**src/rtl/word_demux_collector.sv**
```systemverilog
// Word demux collector: steers serial words into eight slots via an up/down
// pointer and publishes the assembled frame atomically once 8 words arrive.
module word_demux_collector #(
  parameter int WIDTH = 8
) (
  input  logic             CLOCK,
  input  logic             CLR,
  input  logic             UD,
  input  logic             SYNC,
  input  logic             IN_VALID,
  input  logic [WIDTH-1:0] DATA_IN,
  output logic [WIDTH-1:0] O0,
  output logic [WIDTH-1:0] O1,
  output logic [WIDTH-1:0] O2,
  output logic [WIDTH-1:0] O3,
  output logic [WIDTH-1:0] O4,
  output logic [WIDTH-1:0] O5,
  output logic [WIDTH-1:0] O6,
  output logic [WIDTH-1:0] O7,
  output logic [2:0]       IDX,
  output logic             FRAME_DONE,
  output logic             FRAME_VLD
);

  typedef enum logic [0:0] {
    EMPTY,
    FILLING
  } state_e;

  state_e           state_q, state_d;
  logic [2:0]       idx_q, idx_d;
  logic [3:0]       cnt_q, cnt_d;
  logic [WIDTH-1:0] buf_q [8];
  logic [WIDTH-1:0] buf_d [8];
  logic [WIDTH-1:0] out_q [8];
  logic [WIDTH-1:0] out_d [8];
  logic             done_q, done_d;
  logic             vld_q, vld_d;

  logic [2:0]       wr_idx;
  logic [2:0]       step;
  logic             last_word;

  // SYNC restarts the frame, so a word arriving with it lands in slot 0
  assign wr_idx    = SYNC ? 3'd0 : idx_q;
  assign step      = UD ? 3'd1 : 3'd7;
  assign last_word = !SYNC && (state_q == FILLING) && (cnt_q == 4'd7);

  always_comb begin
    state_d = state_q;
    idx_d   = idx_q;
    cnt_d   = cnt_q;
    done_d  = 1'b0;
    vld_d   = vld_q;
    for (int k = 0; k < 8; k++) begin
      buf_d[k] = buf_q[k];
      out_d[k] = out_q[k];
    end

    if (SYNC) begin
      state_d = EMPTY;
      idx_d   = 3'd0;
      cnt_d   = 4'd0;
      for (int k = 0; k < 8; k++) begin
        buf_d[k] = '0;
      end
    end

    if (IN_VALID) begin
      buf_d[wr_idx] = DATA_IN;
      idx_d         = wr_idx + step;
      unique case (1'b1)
        last_word: begin
          for (int k = 0; k < 8; k++) begin
            out_d[k] = buf_d[k];
          end
          done_d  = 1'b1;
          vld_d   = 1'b1;
          cnt_d   = 4'd0;
          state_d = EMPTY;
        end
        default: begin
          cnt_d   = (SYNC ? 4'd0 : cnt_q) + 4'd1;
          state_d = FILLING;
        end
      endcase
    end
  end

  always_ff @(posedge CLOCK) begin
    if (CLR) begin
      state_q <= EMPTY;
      idx_q   <= 3'd0;
      cnt_q   <= 4'd0;
      done_q  <= 1'b0;
      vld_q   <= 1'b0;
      for (int k = 0; k < 8; k++) begin
        buf_q[k] <= '0;
        out_q[k] <= '0;
      end
    end else begin
      state_q <= state_d;
      idx_q   <= idx_d;
      cnt_q   <= cnt_d;
      done_q  <= done_d;
      vld_q   <= vld_d;
      for (int k = 0; k < 8; k++) begin
        buf_q[k] <= buf_d[k];
        out_q[k] <= out_d[k];
      end
    end
  end

  assign O0         = out_q[0];
  assign O1         = out_q[1];
  assign O2         = out_q[2];
  assign O3         = out_q[3];
  assign O4         = out_q[4];
  assign O5         = out_q[5];
  assign O6         = out_q[6];
  assign O7         = out_q[7];
  assign IDX        = idx_q;
  assign FRAME_DONE = done_q;
  assign FRAME_VLD  = vld_q;

endmodule

```
**config.mk**
```make
export PLATFORM = sky130hd
export DESIGN_NAME = word_demux_collector
export DESIGN_NICKNAME = d
export VERILOG_FILES = /design/src/rtl/word_demux_collector.sv
export SDC_FILE = /design/constraint.sdc
export NUM_CORES = 1
export LEC_CHECK = 0
export ABC_AREA = 1
export CAP_MARGIN = 15
export CORE_ASPECT_RATIO = 0.6
export CORE_MARGIN = 3
export CORE_UTILIZATION = 25
export CTS_CLUSTER_DIAMETER = 150
export CTS_CLUSTER_SIZE = 12
export DETAILED_ROUTE_END_ITERATION = 6
export MAX_ROUTING_LAYER = met4
export PLACE_DENSITY_LB_ADDON = 0.3
export SYNTH_ARGS = -nofsm -noshare
export SYNTH_HDL_FRONTEND = slang
export SYNTH_SLANG_ARGS = --single-unit
```
**constraint.sdc**
```tcl
create_clock -name CLOCK -period 4.85 [get_ports CLOCK]
set_clock_uncertainty 0.15 [all_clocks]
set_input_delay 0.485 -clock CLOCK [delete_from_list [all_inputs] [get_ports CLOCK]]
set_output_delay 0.485 -clock CLOCK [all_outputs]
set_load 0.03 [all_outputs]
```
==> flow_summary_export.csv <==
group,metric,value,unit
status,run_status,"finished, final reports clean",
yosys,synth_edf_count,0,
yosys,biggest_area_contributors_in_the_synthesized_netlist,"sky130_fd_sc_hd__dfxtp_1 41%, sky130_fd_sc_hd__nand2_1 22%, sky130_fd_sc_hd__nor2_1 11%",
sta,fmax,0.380,GHz
cts,clock_latency,0.42,ns
sta,setup_repair_after_global_routing_missed_its_margin,"false",
yosys,post-synth-top-area-cell,"sky130_fd_sc_hd__dfxtp_1",
worst_setup_path,worst_path_max_stage_delay,0.81,ns
yosys,ys_async_sr_fraction,0,%
hold_path,holdPathEnd,"IDX[2]",
worst_setup_path,critPathSlowestCell,"sky130_fd_sc_hd__clkdlybuf4s50_1",
sta,slew_viol_final,0,
yosys,postSynthNetCount,1116,
yosys,synth.distinct_cells,25,
placed_design,post-dp-hpwl,12.4,mm
routing,detailroute.wirelength.met3,1.15,mm
worst_setup_path,worst_ep_arrival_time,2.00,ns
pwr,vdd_ir_drop_max,0.174,mV
yosys,summed_instance_area_of_the_synthesized_netlist,0.00678,mm²
placed_design,number_of_buffer_cells_added_on_primary_ports,81,
routing,via_count,6534,
grt,grt_overflow,0,
die,initial_utilization,26.1,%
die,fp.dieArea,0.0292,mm²
hold_path,whs_path_depth,4,
placed_design,globalplace.congestion,0.779,
pwr,leakage,4.34,nW
yosys,synth.avg_cell_area,6.16,µm²
hold_path,hp-class,"input port to register",
yosys,synth_flop_cell,"sky130_fd_sc_hd__dfxtp_1",
grt,antenna_found_initial,0,
yosys,synthesis.yosys.warnings,0,
worst_setup_path,timing.rr.end,"buf_q[1][1]",
routing,wl_met2,8.55,mm
sta,tcrit_tclk_final,54.3,%
yosys,synth.ff_latch_count,138,
die,dieHeight,134,µm
worst_setup_path,cp-start-kind,"register",
worst_setup_path,worst_path_dominant_cell_family,"buffers and inverters",
sta,slew_headroom,41.4,%
cells_and_area,antenna-diode-count,0,
routing,drc,0,
sta,final_critical_path_time_including_i_o_delays_and_setup,2.63,ns
worst_setup_path,criticalPathCategory,"register to primary output",
cts,cts_tree,"built",
worst_setup_path,timing.critical_path.buf_inv,1,
routing,route.detailed.wl_per_inst,13.1,µm
routing,drt-initial-drc-count,510,
die,boundaryPins,82,
cts,post_cts.resized_instances,0,
routing,routed.top_layer,"met4",
hold_path,worst_hold_startpoint,"CLR",
sta,hold_ws,0.249,ns
routing,finalWirelength,19.8,mm
cells_and_area,area_growth_syn_to_layout,25.1,%
worst_setup_path,ff2ff_setup_slack,2.23,ns
sta,final_setup_fails,0,
worst_setup_path,worst_r2r_path_depth,7,
worst_setup_path,end_kind,"primary output",
routing,m1WireLength,9.82,mm
worst_setup_path,critical_path.reg2reg.startpoint,"IDX[2]",
routing,drtAntennaViolNets,0,
grt,groute.usage.overall,14.4,%
yosys,ys_seq_area_share,40.8,%
grt,first_pass_grt_wire_length,32.2,mm
worst_setup_path,path_max_fanout,14,
cts,clock_tree.root_cell,"sky130_fd_sc_hd__clkbuf_16",
pwr,pwr_density_cell,358,mW/mm²
cts,cts_buffer_count,17,
routing,detailedRoute.firstPassIterationCount,5,
yosys,netlist_top_cells_count,"398 x sky130_fd_sc_hd__nand2_1, 201 x sky130_fd_sc_hd__nor2_1, 138 x sky130_fd_sc_hd__dfxtp_1",
grt,first_global_vias,6055,
cts,cts_num_sinks,138,
cts,postCtsSetupRepairBufs,0,
cts,cts.path.max_buffers,2,
cts,cts-htree-levels,4,
flow_run,max_cap_viol_count,0,
die,std_cell_rows,45,
yosys,synthDominantCellAreaShare,40.8,%
die,die_w,219,µm
sta,max_slew.worst_pin.slew,0.878,ns
grt,grt_start_max_net_pins,85,
cells_and_area,final_nets,1157,
worst_setup_path,cell_chain_of_the_critical_path,"clkdlybuf4s50_1",
yosys,synthCells,1101,
die,placeable_area,0.0260,mm²
sta,hold_viol_final,0,
worst_setup_path,worst_ep_required_time,4.22,ns
yosys,synthMostInstantiatedCell,"sky130_fd_sc_hd__nand2_1",
cells_and_area,layout-drive-gt1-share,4.94,%
cts,holdBufCountCts,0,
routing,via_count_normalized_by_instance_count,4.34,
sta,fin_setup_tns,0,ns
cts,clkTransAtPathRegs,0.06,ns
pwr,p_total,3.03,mW
[cell families (layout without fill, tap and decap cells)]
kind of cell / after synthesis / in the layout / synth area share, %
XOR/XNOR: 2 / 2 / 0.258
flip-flops: 138 / 138 / 40.8
AO/OA/AOI/OAI: 11 / 11 / 0.904
buffers and inverters: 205 / 259 / 12.3
AND/OR/NAND/NOR: 743 / 743 / 45.3
adder cells (fa/ha/maj): 2 / 2 / 0.480
[final cells by class]
cell class | instances | area, µm²
clock inverters | 11 | 238
clock buffers | 21 | 470
fillers | 2794 | 17500
inverters | 140 | 526
repair buffers | 87 | 856
flip-flops and latches | 138 | 2760
well taps | 352 | 440
multi-input cells | 758 | 3190
[worst max-delay path by stage]
stage                     cells past startpoint    from            to  slack, ns
after global routing                          7  IDX[2]  buf_q[1][10]       2.00
after CTS                                     1  IDX[2]        IDX[2]       2.19
after floorplan                               6  IDX[1]        IDX[1]       2.85
after detailed placement                      7    SYNC  out_q[0][26]       1.95
after global placement                        7    SYNC  out_q[1][31]       2.00
final                                         1  IDX[2]        IDX[2]       2.22
[per-layer routing]
| layer | up-vias | GRT usage, % |
|---|---|---|
| li1 | 3413 | - |
| met1 | 2941 | 19.5 |
| met2 | 160 | 21.3 |
| met3 | 20 | 3.21 |
| met4 | 0 | 4.05 |
| met5 | - | - |
[layout by cell type, fill, tap and decap left out]
cell type                         count
sky130_fd_sc_hd__nand2_1            398
sky130_fd_sc_hd__nor2_1             200
sky130_fd_sc_hd__dfxtp_1            138
sky130_fd_sc_hd__inv_1              135
sky130_fd_sc_hd__nand3_1             92
sky130_fd_sc_hd__clkdlybuf4s50_1     78
sky130_fd_sc_hd__nand4_1             41
sky130_fd_sc_hd__clkbuf_16           17
sky130_fd_sc_hd__bufinv_16            7
sky130_fd_sc_hd__buf_4                6
sky130_fd_sc_hd__inv_2                5
sky130_fd_sc_hd__nor2_4               5
sky130_fd_sc_hd__o21ai_0              5
sky130_fd_sc_hd__nand3_2              4
sky130_fd_sc_hd__a21oi_1              4
sky130_fd_sc_hd__clkbuf_8             3
sky130_fd_sc_hd__nor2_2               2
sky130_fd_sc_hd__clkinv_2             2
sky130_fd_sc_hd__buf_2                2
sky130_fd_sc_hd__o21ai_2              1
sky130_fd_sc_hd__a21boi_0             1
sky130_fd_sc_hd__nor3_1               1
sky130_fd_sc_hd__xor2_1               1
sky130_fd_sc_hd__xnor2_1              1
sky130_fd_sc_hd__fa_1                 1
sky130_fd_sc_hd__ha_1                 1
sky130_fd_sc_hd__clkinv_4             1
sky130_fd_sc_hd__clkbuf_1             1
sky130_fd_sc_hd__inv_6                1
sky130_fd_sc_hd__buf_12               1
[flip-flops by register name, indices dropped and copies added (netlist names)]
register,count
IDX,3
state_q,1
FRAME_DONE,1
out_q,64
buf_q,64
FRAME_VLD,1
cnt_q,4
[where the power goes]
part / internal, mW / total, mW / switching [mW] / leakage (nW)
clock network: 1.06 / 1.58 / 0.520 / 0.348
logic: 0.0804 / 0.275 / 0.194 / 2.87
registers: 1.17 / 1.18 / 0.0119 / 1.12
total: 2.31 / 3.03 / 0.726 / 4.34
[worst min-delay path, cell delays in order]
cell and delay (ns):
sky130_fd_sc_hd__buf_2 0.09, sky130_fd_sc_hd__inv_1 0.09, sky130_fd_sc_hd__nand2_1 0.08, sky130_fd_sc_hd__nor2_1 0.03
[per-stage QoR]
stage	instance area, µm²	setup slack (ns)	util (%)	instances
floorplan	6780	2.85	-	1101
global placement	7750	2.00	29.9	1474
detailed placement	7750	1.95	29.9	1474
CTS	8460	2.19	32.6	1506
global route	8480	2.00	32.7	1507
finish	8480	2.22	32.7	1507
No activity file was read; power rests on OpenSTA's default activity.
